**src/rtl/obi_bridge_arbiter_if.sv**
```systemverilog
// Bus bundle between the OBI initiators, the round-robin arbiter and the OBI-to-Wishbone bridge.
// The arbiter connects through "slave"; initiators and the bridge (or a bench) connect through "master".
interface obi_bridge_arbiter_if #(
  parameter int unsigned NUM_REQ = 2,
  parameter int unsigned ADDR_W  = 32,
  parameter int unsigned DATA_W  = 32
);
  logic [NUM_REQ-1:0]          m_req_i;
  logic [NUM_REQ-1:0]          m_gnt_o;
  logic [NUM_REQ*ADDR_W-1:0]   m_addr_i;
  logic [NUM_REQ-1:0]          m_we_i;
  logic [NUM_REQ*DATA_W/8-1:0] m_be_i;
  logic [NUM_REQ*DATA_W-1:0]   m_wdata_i;
  logic [NUM_REQ-1:0]          m_rvalid_o;
  logic [NUM_REQ-1:0]          m_err_o;
  logic [DATA_W-1:0]           m_rdata_o;
  logic                        s_req_o;
  logic                        s_gnt_i;
  logic [ADDR_W-1:0]           s_addr_o;
  logic                        s_we_o;
  logic [DATA_W/8-1:0]         s_be_o;
  logic [DATA_W-1:0]           s_wdata_o;
  logic                        s_rvalid_i;
  logic [DATA_W-1:0]           s_rdata_i;

  modport slave (
    input  m_req_i, m_addr_i, m_we_i, m_be_i, m_wdata_i, s_gnt_i, s_rvalid_i, s_rdata_i,
    output m_gnt_o, m_rvalid_o, m_err_o, m_rdata_o, s_req_o, s_addr_o, s_we_o, s_be_o, s_wdata_o
  );

  modport master (
    output m_req_i, m_addr_i, m_we_i, m_be_i, m_wdata_i, s_gnt_i, s_rvalid_i, s_rdata_i,
    input  m_gnt_o, m_rvalid_o, m_err_o, m_rdata_o, s_req_o, s_addr_o, s_we_o, s_be_o, s_wdata_o
  );
endinterface

```
**src/rtl/obi_bridge_arbiter.sv**
```systemverilog
// Round-robin arbiter sharing the bridge's single OBI target port, one transaction in flight,
// with a per-phase watchdog that turns a hung grant or response into an error response.
//
// state | meaning
// IDLE  | no transaction; arbitrate and latch the winner's request
// REQ   | s_req_o high, waiting for the bridge grant (passed through to the winner)
// RESP  | granted, waiting for the bridge response (passed through to the winner)
// ERR   | one-cycle error response after a grant-phase timeout
module obi_bridge_arbiter #(
  parameter int unsigned       NUM_REQ        = 2,
  parameter int unsigned       ADDR_W         = 32,
  parameter int unsigned       DATA_W         = 32,
  parameter int unsigned       TIMEOUT_CYCLES = 255,
  parameter logic [DATA_W-1:0] ERR_DATA       = 32'hDEAD_BEEF
) (
  input  logic                 obi_clk_i,
  input  logic                 rst_ni,
  obi_bridge_arbiter_if.slave  bus,
  output logic                 busy_o,
  output logic                 timeout_o
);
  localparam int unsigned BE_W   = DATA_W / 8;
  localparam int unsigned IDX_W  = (NUM_REQ > 1) ? $clog2(NUM_REQ) : 1;
  localparam int unsigned WDOG_W = (TIMEOUT_CYCLES > 1) ? $clog2(TIMEOUT_CYCLES) : 1;
  localparam bit          WDOG_EN = (TIMEOUT_CYCLES != 0);
  localparam logic [WDOG_W-1:0] WDOG_LAST =
    WDOG_W'((TIMEOUT_CYCLES > 0) ? TIMEOUT_CYCLES - 1 : 0);

  typedef enum logic [1:0] {IDLE, REQ, RESP, ERR} state_e;

  state_e             state_q, state_d;
  logic [IDX_W-1:0]   idx_q, ptr_q;
  logic [WDOG_W-1:0]  wdog_q;
  logic [ADDR_W-1:0]  addr_q;
  logic               we_q;
  logic [BE_W-1:0]    be_q;
  logic [DATA_W-1:0]  wdata_q;

  logic               any_req, found, wdog_hit;
  logic [IDX_W-1:0]   winner, cand;
  logic [ADDR_W-1:0]  w_addr;
  logic               w_we;
  logic [BE_W-1:0]    w_be;
  logic [DATA_W-1:0]  w_wdata;

  logic [NUM_REQ-1:0] gnt, rvalid, err;
  logic [DATA_W-1:0]  rdata;
  logic               timeout;

  assign any_req = |bus.m_req_i;

  // Search starts just after the last winner so every requester is served within NUM_REQ turns.
  always_comb begin
    winner  = ptr_q;
    cand    = ptr_q;
    found   = 1'b0;
    w_addr  = '0;
    w_we    = 1'b0;
    w_be    = '0;
    w_wdata = '0;
    for (int unsigned k = 1; k <= NUM_REQ; k++) begin
      cand = IDX_W'((32'(ptr_q) + k) % NUM_REQ);
      if (!found && bus.m_req_i[cand]) begin
        found  = 1'b1;
        winner = cand;
      end
    end
    for (int unsigned i = 0; i < NUM_REQ; i++) begin
      if (winner == IDX_W'(i)) begin
        w_addr  = bus.m_addr_i[i*ADDR_W +: ADDR_W];
        w_we    = bus.m_we_i[i];
        w_be    = bus.m_be_i[i*BE_W +: BE_W];
        w_wdata = bus.m_wdata_i[i*DATA_W +: DATA_W];
      end
    end
  end

  // A progress event in the same cycle as the watchdog limit always takes priority.
  always_comb begin
    state_d  = state_q;
    gnt      = '0;
    rvalid   = '0;
    err      = '0;
    rdata    = '0;
    timeout  = 1'b0;
    wdog_hit = WDOG_EN && (wdog_q == WDOG_LAST);
    unique case (state_q)
      IDLE: begin
        if (any_req) state_d = REQ;
      end
      REQ: begin
        if (bus.s_gnt_i) begin
          gnt[idx_q] = 1'b1;
          state_d    = RESP;
        end else if (wdog_hit) begin
          gnt[idx_q] = 1'b1;
          timeout    = 1'b1;
          state_d    = ERR;
        end
      end
      RESP: begin
        rdata = bus.s_rdata_i;
        if (bus.s_rvalid_i) begin
          rvalid[idx_q] = 1'b1;
          state_d       = IDLE;
        end else if (wdog_hit) begin
          rvalid[idx_q] = 1'b1;
          err[idx_q]    = 1'b1;
          rdata         = ERR_DATA;
          timeout       = 1'b1;
          state_d       = IDLE;
        end
      end
      ERR: begin
        rvalid[idx_q] = 1'b1;
        err[idx_q]    = 1'b1;
        rdata         = ERR_DATA;
        state_d       = IDLE;
      end
      default: state_d = IDLE;
    endcase
  end

  always_ff @(posedge obi_clk_i or negedge rst_ni) begin
    if (!rst_ni) begin
      state_q <= IDLE;
      idx_q   <= '0;
      ptr_q   <= IDX_W'(NUM_REQ - 1);
      wdog_q  <= '0;
      addr_q  <= '0;
      we_q    <= 1'b0;
      be_q    <= '0;
      wdata_q <= '0;
    end else begin
      state_q <= state_d;
      if (state_d != state_q) begin
        wdog_q <= '0;
      end else if (state_q == REQ || state_q == RESP) begin
        wdog_q <= wdog_q + 1'b1;
      end
      if (state_q == IDLE && any_req) begin
        idx_q   <= winner;
        addr_q  <= w_addr;
        we_q    <= w_we;
        be_q    <= w_be;
        wdata_q <= w_wdata;
      end
      if ((state_q == RESP || state_q == ERR) && state_d == IDLE) begin
        ptr_q <= idx_q;
      end
    end
  end

  assign bus.m_gnt_o    = gnt;
  assign bus.m_rvalid_o = rvalid;
  assign bus.m_err_o    = err;
  assign bus.m_rdata_o  = rdata;
  assign bus.s_req_o    = (state_q == REQ);
  assign bus.s_addr_o   = addr_q;
  assign bus.s_we_o     = we_q;
  assign bus.s_be_o     = be_q;
  assign bus.s_wdata_o  = wdata_q;
  assign busy_o         = (state_q != IDLE);
  assign timeout_o      = timeout;
endmodule

```
**src/flat_wrapper.sv**
```systemverilog
// flat-port wrapper written by rule: the top's interface ports become plain ports
module obi_bridge_arbiter_flat 
#(
  parameter int unsigned       NUM_REQ        = 2,
  parameter int unsigned       ADDR_W         = 32,
  parameter int unsigned       DATA_W         = 32,
  parameter int unsigned       TIMEOUT_CYCLES = 255,
  parameter logic [DATA_W-1:0] ERR_DATA       = 32'hDEAD_BEEF
)
  (obi_clk_i, rst_ni, busy_o, timeout_o, bus_m_req_i, bus_m_addr_i, bus_m_we_i, bus_m_be_i, bus_m_wdata_i, bus_s_gnt_i, bus_s_rvalid_i, bus_s_rdata_i, bus_m_gnt_o, bus_m_rvalid_o, bus_m_err_o, bus_m_rdata_o, bus_s_req_o, bus_s_addr_o, bus_s_we_o, bus_s_be_o, bus_s_wdata_o);
  obi_bridge_arbiter_if #(.NUM_REQ(NUM_REQ), .ADDR_W(ADDR_W), .DATA_W(DATA_W)) bus_i ();
  input  logic obi_clk_i;
  input  logic rst_ni;
  output logic busy_o;
  output logic timeout_o;
  input wire logic [$bits(bus_i.m_req_i)-1:0] bus_m_req_i;
  input wire logic [$bits(bus_i.m_addr_i)-1:0] bus_m_addr_i;
  input wire logic [$bits(bus_i.m_we_i)-1:0] bus_m_we_i;
  input wire logic [$bits(bus_i.m_be_i)-1:0] bus_m_be_i;
  input wire logic [$bits(bus_i.m_wdata_i)-1:0] bus_m_wdata_i;
  input wire logic [$bits(bus_i.s_gnt_i)-1:0] bus_s_gnt_i;
  input wire logic [$bits(bus_i.s_rvalid_i)-1:0] bus_s_rvalid_i;
  input wire logic [$bits(bus_i.s_rdata_i)-1:0] bus_s_rdata_i;
  output wire logic [$bits(bus_i.m_gnt_o)-1:0] bus_m_gnt_o;
  output wire logic [$bits(bus_i.m_rvalid_o)-1:0] bus_m_rvalid_o;
  output wire logic [$bits(bus_i.m_err_o)-1:0] bus_m_err_o;
  output wire logic [$bits(bus_i.m_rdata_o)-1:0] bus_m_rdata_o;
  output wire logic [$bits(bus_i.s_req_o)-1:0] bus_s_req_o;
  output wire logic [$bits(bus_i.s_addr_o)-1:0] bus_s_addr_o;
  output wire logic [$bits(bus_i.s_we_o)-1:0] bus_s_we_o;
  output wire logic [$bits(bus_i.s_be_o)-1:0] bus_s_be_o;
  output wire logic [$bits(bus_i.s_wdata_o)-1:0] bus_s_wdata_o;
  assign bus_i.m_req_i = bus_m_req_i;
  assign bus_i.m_addr_i = bus_m_addr_i;
  assign bus_i.m_we_i = bus_m_we_i;
  assign bus_i.m_be_i = bus_m_be_i;
  assign bus_i.m_wdata_i = bus_m_wdata_i;
  assign bus_i.s_gnt_i = bus_s_gnt_i;
  assign bus_i.s_rvalid_i = bus_s_rvalid_i;
  assign bus_i.s_rdata_i = bus_s_rdata_i;
  assign bus_m_gnt_o = bus_i.m_gnt_o;
  assign bus_m_rvalid_o = bus_i.m_rvalid_o;
  assign bus_m_err_o = bus_i.m_err_o;
  assign bus_m_rdata_o = bus_i.m_rdata_o;
  assign bus_s_req_o = bus_i.s_req_o;
  assign bus_s_addr_o = bus_i.s_addr_o;
  assign bus_s_we_o = bus_i.s_we_o;
  assign bus_s_be_o = bus_i.s_be_o;
  assign bus_s_wdata_o = bus_i.s_wdata_o;
  obi_bridge_arbiter #(.NUM_REQ(NUM_REQ), .ADDR_W(ADDR_W), .DATA_W(DATA_W), .TIMEOUT_CYCLES(TIMEOUT_CYCLES), .ERR_DATA(ERR_DATA)) u_core (.obi_clk_i(obi_clk_i), .rst_ni(rst_ni), .bus(bus_i), .busy_o(busy_o), .timeout_o(timeout_o));
endmodule
```
**config.mk**
```make
export PLATFORM = sky130hd
export DESIGN_NAME = obi_bridge_arbiter_flat
export DESIGN_NICKNAME = d
export VERILOG_FILES = /design/src/rtl/obi_bridge_arbiter_if.sv /design/src/rtl/obi_bridge_arbiter.sv /design/src/flat_wrapper.sv
export SDC_FILE = /design/constraint.sdc
export NUM_CORES = 1
export LEC_CHECK = 0
export BUFFER_PORTS_ARGS = -buffer_cell sky130_fd_sc_hd__buf_2
export CAP_MARGIN = 20
export CORE_MARGIN = 10
export CORE_UTILIZATION = 42
export CTS_BUF_LIST = sky130_fd_sc_hd__clkbuf_16
export DETAILED_ROUTE_END_ITERATION = 10
export PLACE_DENSITY = 0.8
export SYNTH_ARGS = -nofsm -noshare
export SYNTH_HDL_FRONTEND = slang
export SYNTH_SLANG_ARGS = --single-unit
```
**constraint.sdc**
```tcl
create_clock -name obi_clk_i -period 2.3 [get_ports obi_clk_i]
set_clock_uncertainty 0.2 [all_clocks]
set_input_delay 0.23 -clock obi_clk_i [delete_from_list [all_inputs] [get_ports obi_clk_i]]
set_output_delay 0.23 -clock obi_clk_i [all_outputs]
set_load 0.01 [all_outputs]
```
==> run summary, run 1 <==
Layout cells sized above 1: 45.12%
Clock tree sinks: 81
Violated checks: negative hold slack, negative setup slack
Residual DRC: 0
Placed insts: 833
Most frequent cells in the layout: 276 x buf_2, 77 x dfrtp_1, 76 x nand2_1
IO Pins: 286
Crit-path cells: inv_1, ha_2, nand3_2, or2_4, o21bai_4, buf_12, buf_12, o21a_1, buf_2
Mapped Cells: 436
Worst-path clk slew: 0.06 ns
Cells on worst reg2reg path: 6
Lkg Pwr: 0.003755 uW
Largest family of logic cells by synthesized area: multiplexers
Vias: 4,609
Area post-placement: 5882 um2
Flop2flop setup slack: 0.07 ns
Tmin final: 2.403 ns
YS warnings: 0
Starting Density: 43.33%
Max clock buf depth: 2
Die area: 14,610 um2
Worst-skew pair later-pin latency: 0.34 ns
Via/cell ratio: 4.993
Core Util, Final: 72.04%
Per-cell routed wire length: 18.14 um
IR Drop Worst-Case VDD: 0.0007519 V
Reg-to-Reg End: u_core.bus.s_addr_o[5]
Cell variety after synth: 43
CP Class: flip-flop to primary output
Post-Syn Area: 4274 um2
Gr usage total: 21.13%
Post-synthesis simple-gate area fraction: 12.70%
Final setup viols: 26
H-tree levels: 3
Initial DRC count: 153
Setup crit start: u_core.wdog_q[0]
Core Region: 9864 um2
Setup ws final: -0.1032 ns
Slowest stage cell, crit path: dfrtp_1
RSZ-0062 raised after global routing: true
Worst r2r src: u_core.ptr_q
Die Height: 120.9 um
Commonest non-fill, non-tap cell in the layout: buf_2
Port bufs: 285
Outcome: finished with violations
# fillers: 684
Post-Layout Inst Area: 7107 um2
Complex-gate fraction of the synthesized area: 16.13%
CP dominant cell by count: buf_12
Drt first pass iters: 4
Cts bufs inserted: 9
Average cell area after synthesis: 9.803 um2
Slew Viols, Final: 0
Hold slack final: -0.01316 ns
Routed WL: 16,750 um
Layout Cells excl Fill: 923
Slew of the pin with the lowest slew margin: 0.5217 ns
CTS Root Cell: clkbuf_16
Worst Setup EP: bus_m_rdata_o[13]
Synthesized flop and latch total: 81
First-pass GRT wire length: 25,290 um
Slowest stage delay, CP: 0.38 ns
P per Cell Area: 1192 nW/um2
Rows: 36
Worst EP arrival: 1.97 ns
Setup crit start kind: flip-flop
Initial antenna violation count: 0
# nets final: 967
Hpwl dp: 11,780 um
Gr ovfl total: 0
Fin crit share: 104.5%
Rel. slew slack: 65.22%
Crit. End Element: primary output
Vias in the first global route: 5,059
Crit Path Max Fanout: 6
CP required: 1.87 ns
CTS tree: built
Hold Vio Cnt, Final: 3
Largest net degree at the start of global routing: 78
Post-route ant nets: 0
Worst hold path class: input pin to flip-flop
XOR/XNOR Fraction of Synth Area: 1.434%
Mux contribution to synthesized area: 16.51%
Chip width: 120.9 um
Register area share after synthesis: 47.45%
Gp weighted congestion: 0.9115
Synth Area in Adders: 2.049%
Max-cap violations: 0
Synth Net Count: 619
Syn-to-layout area delta: 66.28%
Highest clock rate: 0.4161 GHz
[critical path, delay by kind of cell (launching register included)]
family | cells | cell delay (ns)
flip-flops | 1 | 0.38
adder cells (fa/ha/maj) | 1 | 0.18
AO/OA/AOI/OAI | 2 | 0.30
buffers and inverters | 4 | 0.45
AND/OR/NAND/NOR | 2 | 0.32
[cell families (layout without fill, tap and decap cells)]
| kind of cell | Yosys count | after routing |
|---|---|---|
| AOI/OAI and AO/OA | 114 | 114 |
| xor gates and xnor gates | 7 | 7 |
| adders and majority gates | 7 | 7 |
| buffers and inverters | 36 | 389 |
| DFF | 81 | 81 |
| muxes | 70 | 70 |
| other | 0 | 1 |
| and+or+nand+nor | 121 | 121 |
[worst min-delay path by stage]
stage | start | to | depth (start not counted)
floorplan | rst_ni | u_core.bus.s_addr_o[0] | 0
global placement | rst_ni | u_core.bus.s_addr_o[12] | 1
detailed placement | rst_ni | u_core.bus.s_addr_o[15] | 1
CTS | bus_m_wdata_i[63] | u_core.bus.s_wdata_o[31] | 3
global route | bus_m_addr_i[49] | u_core.bus.s_addr_o[17] | 3
finish | bus_m_wdata_i[1] | u_core.bus.s_wdata_o[1] | 3
[final cells by class]
type / count / area (um2) / share of cell area (%)
timing repair buffer: 366 / 2402 / 33.80
multi-input combinational: 319 / 2165 / 30.46
sequential: 81 / 2032 / 28.59
clock buffer: 9 / 225.2 / 3.169
tap: 133 / 166.4 / 2.342
clock inverter: 7 / 87.58 / 1.232
inverter: 7 / 26.28 / 0.3697
antenna: 1 / 2.502 / 0.03521
[repair_timing]
action | in CTS | in global routing
buffers inserted | 8 | 8
pin swaps | 1 | 11
gates resized for setup | 8 | 26
cloned | 2 | 4
endpoints found under the setup margin | 35 | 62
hold buffers | 57 | 0
hold endpoints to repair | 67 | 0
[metrics by stage]
step / hold slack [ns] / total power (uW) / setup slack (ns) / setup TNS (ns)
after floorplan: -0.2656 / 4780 / 0.1499 / 0
after global placement: 0.03211 / 6211 / 0.1568 / 0
after detailed placement: 0.04345 / 6393 / 0.02365 / 0
after CTS: 0.0001240 / 8221 / -0.09718 / -2.071
after global routing: 0.01263 / 9076 / -0.1937 / -4.467
final: -0.01316 / 8474 / -0.1032 / -1.934
[report_power, final]
group | switching, uW | internal [uW] | leakage, uW
Sequential | 369 | 2100 | 0.000999
Combinational | 2450 | 2040 | 0.00260
Clock | 571 | 941 | 0.000154
[flip-flops by register name, indices dropped and copies added, names as in the netlist]
register	count
u_core.idx_q	1
u_core.bus.s_be_o	4
u_core.bus.s_we_o	1
u_core.state_q	2
u_core.bus.s_addr_o	32
u_core.wdog_q	8
u_core.bus.s_wdata_o	32
u_core.ptr_q	1
[cell usage after synthesis (all sizes together)]
library cell | n | area (um2)
o21ai | 77 | 400.4
and3 | 3 | 20.02
or2 | 2 | 12.51
or3 | 1 | 6.260
dfstp | 1 | 26.28
mux2i | 69 | 690.7
o211a | 1 | 10.01
a22oi | 1 | 7.510
mux2 | 1 | 15.01
nor2b | 1 | 6.260
o2111ai | 3 | 26.28
dfrtp | 80 | 2002
nand3 | 3 | 20.02
nand4b | 1 | 8.760
and2b | 1 | 7.510
a211oi | 1 | 7.510
a31oi | 1 | 6.260
a21oi | 1 | 5.000
ha | 7 | 87.58
nor2 | 19 | 73.82
xnor2 | 4 | 35.03
buf | 10 | 61.30
inv | 7 | 26.28
o21bai | 1 | 11.26
nor4 | 1 | 6.260
nand2 | 76 | 285.3
a22o | 1 | 10.01
clkbuf | 19 | 71.32
o21a | 26 | 195.2
a221o | 1 | 10.01
nand2b | 2 | 12.51
xor2 | 3 | 26.28
nand4 | 3 | 33.78
and2 | 8 | 50.05
[metal layers]
metal  share of wire (%)  vias up  wire length (um)  GRT usage, %
li1                    -     2204                 -             -
met1                  36     2124              5954         20.24
met2                  51      236              8592         38.64
met3                 9.8       45              1640         8.376
met4                 3.3        0               557         9.955
met5                   0        -                 0             0
(Power assumes the default switching activity.)
==> run 2: changes to the inputs <==
ABC_AREA = 1   (was not set)
PLACE_DENSITY = 0.81   (was 0.8)
==> run summary, run 2 <==
Syn-to-layout area delta: 60.75%
Worst-skew pair later-pin latency: 0.32 ns
Register area share after synthesis: 47.62%
Gr ovfl total: 0
CP dominant cell by count: inv_1
Hold Vio Cnt, Final: 0
GRT met3 Usage: 10.05%
Largest area contributor in the synthesized netlist: dfrtp_1
Rows: 36
CP Class: flip-flop to primary output
Reg-to-Reg End: u_core.bus.s_wdata_o[13]
Starting Density: 43.37%
Routed WL: 18,690 um
First-pass GRT wire length: 28,320 um
Cells on worst reg2reg path: 7
Final setup viols: 0
Max-cap violations: 0
Residual DRC: 0
Flop2flop setup slack: 0.20 ns
Cell family with most CP delay: buffers and inverters
Post-route ant nets: 0
Hold slack final: 0.003145 ns
Commonest non-fill, non-tap cell in the layout: buf_2
Chip width: 120.7 um
Slowest stage cell, crit path: dfrtp_1
Hpwl dp: 12,350 um
Most common cell in the netlist: o21ai_0
CTS Root Cell: clkbuf_16
CP required: 1.87 ns
Worst r2r src: u_core.state_q[1]
Slowest stage delay, CP: 0.42 ns
Vias in the first global route: 5,350
Synth Flop Type: dfrtp_1
H-tree levels: 3
Cell variety after synth: 26
Worst hold path class: input pin to flip-flop
YS warnings: 0
Area post-placement: 5848 um2
Initial antenna violation count: 1
Lkg Pwr: 0.003585 uW
Gp weighted congestion: 0.8985
Worst hold stages: 3
CP bufs+invs: 5
Crit-path cells: inv_2, ha_2, inv_1, nor2_2, inv_1, o21bai_1, inv_1, nor2_2, buf_2
Async S/R FF share, synth: 100.0%
Clock tree sinks: 81
Cts bufs inserted: 9
Worst EP arrival: 1.80 ns
Core Region: 9819 um2
Synth Net Count: 743
Most frequent cells in the layout: 284 x buf_2, 133 x o21ai_0, 109 x nor2_1
Gr usage total: 24.11%
Per-cell routed wire length: 17.99 um
Post-Syn Area: 4259 um2
Share of the synthesized area in the top cell type: 47.00%
Rel. slew slack: 62.69%
Core Util, Final: 69.72%
Slew Viols, Final: 0
Worst-path clk slew: 0.07 ns
Via/cell ratio: 5.083
Die area: 14,570 um2
Port bufs: 285
Vias: 5,281
Met2 Resource Use GR: 42.34%
Synthesized flop and latch total: 81
Setup ws final: 0.07338 ns
RSZ-0062 raised after global routing: true
Place WS: 0.2367 ns
Drt first pass iters: 4
Setup crit start kind: flip-flop
Post-Layout Inst Area: 6847 um2
IO Pins: 286
# nets final: 1,083
Crit Path Max Fanout: 4
Met1 GRT Util: 24.41%
Initial DRC count: 360
Crit. End Element: primary output
Post-synth EDFFs: 0
Hold Path Sink: u_core.bus.s_wdata_o[31]
IR Drop Worst-Case VDD: 0.0006125 V
Largest net degree at the start of global routing: 70
Die Height: 120.7 um
Hold Crit Start: bus_m_wdata_i[63]
Top post-synthesis cells by area: dfrtp_1 47%, o21ai_0 16%, nor2_1 9.8%
Slew of the pin with the lowest slew margin: 0.5597 ns
Most crowded layer after global routing: met2
Synth top cells by count: 133 x o21ai_0, 111 x nor2_1, 86 x nand2_1
Mapped Cells: 560
Average cell area after synthesis: 7.606 um2
Tmin final: 2.227 ns
Highest clock rate: 0.4491 GHz
Fin crit share: 96.81%
Layout cells sized above 1: 38.90%
Outcome: finished, final reports clean
CTS tree: built
Max clock buf depth: 2
P per Cell Area: 1211 nW/um2
## run 2: cell count changes after synthesis, sizes merged, moves of 3 or more
cell	change
a21oi	+26
and2	-8
and3	-3
buf	-5
clkbuf	+12
inv	+21
mux2i	-69
nand2	+20
nand3	+6
nor2	+103
o2111ai	-3
o21a	-26
o21ai	+65
## run 2: layout make-up
| class | count | area, um2 |
|---|---|---|
| fill | 769 | 2973 |
| timing repair buffer | 365 | 2227 |
| sequential | 81 | 2029 |
| multi-input combinational | 415 | 2021 |
| clock buffer | 9 | 225.2 |
| tap | 133 | 166.4 |
| inverter | 28 | 105.1 |
| clock inverter | 7 | 70.07 |
| antenna | 1 | 2.502 |
## run 2: what timing repair did
item	4_1_cts	5_1_grt
buffers inserted	1	2
gates resized for setup	2	10
endpoints found under the setup margin	3	35
endpoints found under the hold margin	91	0
hold buffers	64	0
## run 2: through the flow
stage	TNS [ns]	std cells	total power (uW)
floorplan	0	560	4895
global placement	0	955	6556
detailed placement	0	955	6637
CTS	0	1036	8156
global route	-0.1722	1039	8917
finish	0	1039	8294
## run 2: worst max path at each step
stage | startpoint | to | slack (ns) | depth (start not counted)
2_1_floorplan | u_core.wdog_q[0] | bus_m_rdata_o[10] | 0.38 | 7
3_3_place_gp | u_core.state_q[0] | bus_m_err_o[0] | 0.30 | 9
3_5_place_dp | u_core.state_q[0] | bus_m_err_o[0] | 0.24 | 9
4_1_cts | u_core.wdog_q[0] | bus_m_rdata_o[18] | 0.007 | 8
5_1_grt | u_core.state_q[0] | bus_m_err_o[0] | -0.06 | 9
6_report | u_core.state_q[0] | bus_m_err_o[0] | 0.07 | 9
## run 2: cell families (layout without fill, tap and decap cells)
group                      after synthesis  in the layout  synth area share [%]
AOI/OAI and AO/OA                      171            171                 20.30
other                                    0              1                     0
adders and majority gates                7              7                 2.056
xor gates and xnor gates                 7              7                 1.440
and+or+nand+nor                        230            230                 22.80
buffers and inverters                   64            409                 5.787
DFF                                     81             81                 47.62
## run 2: report_power, final
group	switching (uW)	internal [uW]	total, uW
registers	402	2120	2520
logic	2790	1580	4370
clock network	564	839	1400
total	3760	4540	8290
## run 2: per-layer routing
metal / routed length (um) / part of all wire (%)
met1: 6495 / 35
met2: 9286 / 50
met3: 2276 / 12
met4: 635 / 3.4
met5: 0 / 0
## run 2: tightest hold or removal path, stage by stage
cell and delay, ns:
buf_2 0.07, o21ai_0 0.06, o21ai_0 0.13
==> run 3: changes to the inputs <==
CTS_BUF_LIST = sky130_fd_sc_hd__clkbuf_4 sky130_fd_sc_hd__clkbuf_8 sky130_fd_sc_hd__clkbuf_16   (was sky130_fd_sc_hd__clkbuf_16)
SETUP_SLACK_MARGIN = 0.15   (was not set)
==> run summary, run 3 (synthesis gave the netlist of run 2 again) <==
Post-route ant nets: 0
Crit. End Element: primary output
Starting Density: 43.37%
Hold Path Sink: u_core.bus.s_addr_o[23]
Worst r2r src: u_core.state_q[0]
CTS Root Cell: clkbuf_8
Final setup viols: 0
Initial antenna violation count: 6
First-pass GRT wire length: 31,210 um
Max-cap violations: 0
Lkg Pwr: 0.003849 uW
Worst-skew pair later-pin latency: 0.34 ns
Worst hold stages: 3
Residual DRC: 0
CTS tree: built
Worst hold path class: input pin to flip-flop
Chip width: 120.7 um
Hold Crit Start: bus_m_addr_i[55]
Crit Path Max Fanout: 6
Tmin final: 2.261 ns
Slew of the pin with the lowest slew margin: 0.5537 ns
Register area: 2028 um2
Tot Pwr: 8480 uW
Reg-to-Reg End: u_core.wdog_q[4]
Highest clock rate: 0.4422 GHz
Comb pwr share: 57.2%
Initial DRC count: 438
Most frequent cells in the layout: 284 x buf_2, 133 x o21ai_0, 108 x dlygate4sd3_1
Via/cell ratio: 5.405
Clock Power Share: 12.8%
CP dominant cell by count: inv_2
Outcome: finished, final reports clean
Slew Viols, Final: 0
Sw frac: 47.42%
Multi-input logic area: 2191 um2
Hold Vio Cnt, Final: 0
Crit-path cells: inv_2, ha_4, inv_2, nor2_4, nand3_4, clkbuf_16, a21oi_2, buf_2
Clock tree sinks: 81
CP Class: flip-flop to primary output
Drt first pass iters: 8
Rows: 36
Per-cell routed wire length: 19.84 um
H-tree levels: 3
Worst EP arrival: 1.83 ns
Gr usage total: 26.71%
Setup TNS: 0 ns
Register share of total power: 30.0%
Fin crit share: 98.31%
# fillers: 587
Cts bufs inserted: 9
Rel. slew slack: 63.09%
Hpwl dp: 12,350 um
Vias: 5,983
Die Height: 120.7 um
RSZ-0062 raised after global routing: true
Core Region: 9819 um2
Syn-to-layout area delta: 77.85%
Slowest stage cell, crit path: dfrtp_1
Gr ovfl total: 0
# nets final: 1,146
Flop2flop setup slack: 0.19 ns
Setup crit start kind: flip-flop
Cells on worst reg2reg path: 10
Gp weighted congestion: 0.8985
Die area: 14,570 um2
Port bufs: 285
Routed WL: 21,960 um
Psw: 4021 uW
Commonest non-fill, non-tap cell in the layout: buf_2
Worst-path clk slew: 0.09 ns
Max clock buf depth: 2
Vias in the first global route: 5,854
P per Cell Area: 1119 nW/um2
IO Pins: 286
Largest net degree at the start of global routing: 70
Layout cells sized above 1: 42.56%
Slowest stage delay, CP: 0.40 ns
Internal power: 4459 uW
CP required: 1.87 ns
IR Drop Worst-Case VDD: 0.0005933 V
[run 3: cell count changes in the layout (fill, tap and decap cells not counted), sizes merged]
cell	delta
clkinv	-1
inv	-1
dlygate4sd3	+44
buf	+17
diode	+5
clkbuf	+4
[run 3: worst max-delay path, delay by kind of cell, from the launching register on]
family	cells	cell delay (ns)
simple gates	2	0.35
buf+inv	4	0.50
flops	1	0.40
compound gates	1	0.12
fa+ha+maj	1	0.13
[run 3: per-layer routing]
metal | track usage [%] | wire [um]
met4 | 15.08 | 1035
met5 | 0 | 0
met2 | 46.51 | 11100
met3 | 10.24 | 2597
met1 | 26.88 | 7234
[run 3: final cells by class]
type	instances	area share, %
sequential	81	26.78
tap	133	2.197
timing repair buffer	428	37.74
clock inverter	5	0.8259
clock buffer	11	1.916
inverter	28	1.421
multi-input combinational	415	28.92
antenna	6	0.1982
[run 3: power by group through the flow]
| stage | clock, uW | combinational, uW | sequential (uW) |
|---|---|---|---|
| detailed placement | 0 | 4150 | 2490 |
| CTS | 1090 | 4380 | 2480 |
| global route | 1160 | 5260 | 2600 |
| global placement | 0 | 4080 | 2470 |
| finish | 1080 | 4850 | 2550 |
| floorplan | 0 | 2120 | 2770 |
[run 3: stage by stage]
| stage | hold slack (ns) | instances | area, um2 | util, % | setup WS (ns) |
|---|---|---|---|---|---|
| 2_1_floorplan | -0.2656 | 560 | 4259 | - | 0.3840 |
| 3_3_place_gp | 0.05534 | 955 | 5848 | 59.56 | 0.2966 |
| 3_5_place_dp | 0.05595 | 955 | 5848 | 59.56 | 0.2367 |
| 4_1_cts | 0.0002267 | 1089 | 7266 | 73.99 | 0.1234 |
| 5_1_grt | 0.01127 | 1107 | 7575 | 77.14 | -0.04595 |
| 6_report | 0.01087 | 1107 | 7575 | 77.14 | 0.03878 |
[run 3: how the worst max path moves through the flow]
stage | startpoint | end | slack [ns]
after CTS | u_core.state_q[0] | timeout_o | 0.12
after floorplan | u_core.wdog_q[0] | bus_m_rdata_o[10] | 0.38
after global routing | u_core.wdog_q[0] | bus_m_rdata_o[28] | -0.05
after global placement | u_core.state_q[0] | bus_m_err_o[0] | 0.30
final | u_core.wdog_q[0] | bus_m_rdata_o[12] | 0.04
after detailed placement | u_core.state_q[0] | bus_m_err_o[0] | 0.24
[run 3: timing repair]
action / 4_1_cts / 5_1_grt
hold buffers: 108 / 0
gates resized for setup: 16 / 50
buffers inserted: 9 / 9
endpoints found under the setup margin: 39 / 39
endpoints found under the hold margin: 104 / 0
pin swaps: 5 / 7
gates cloned: 1 / 3
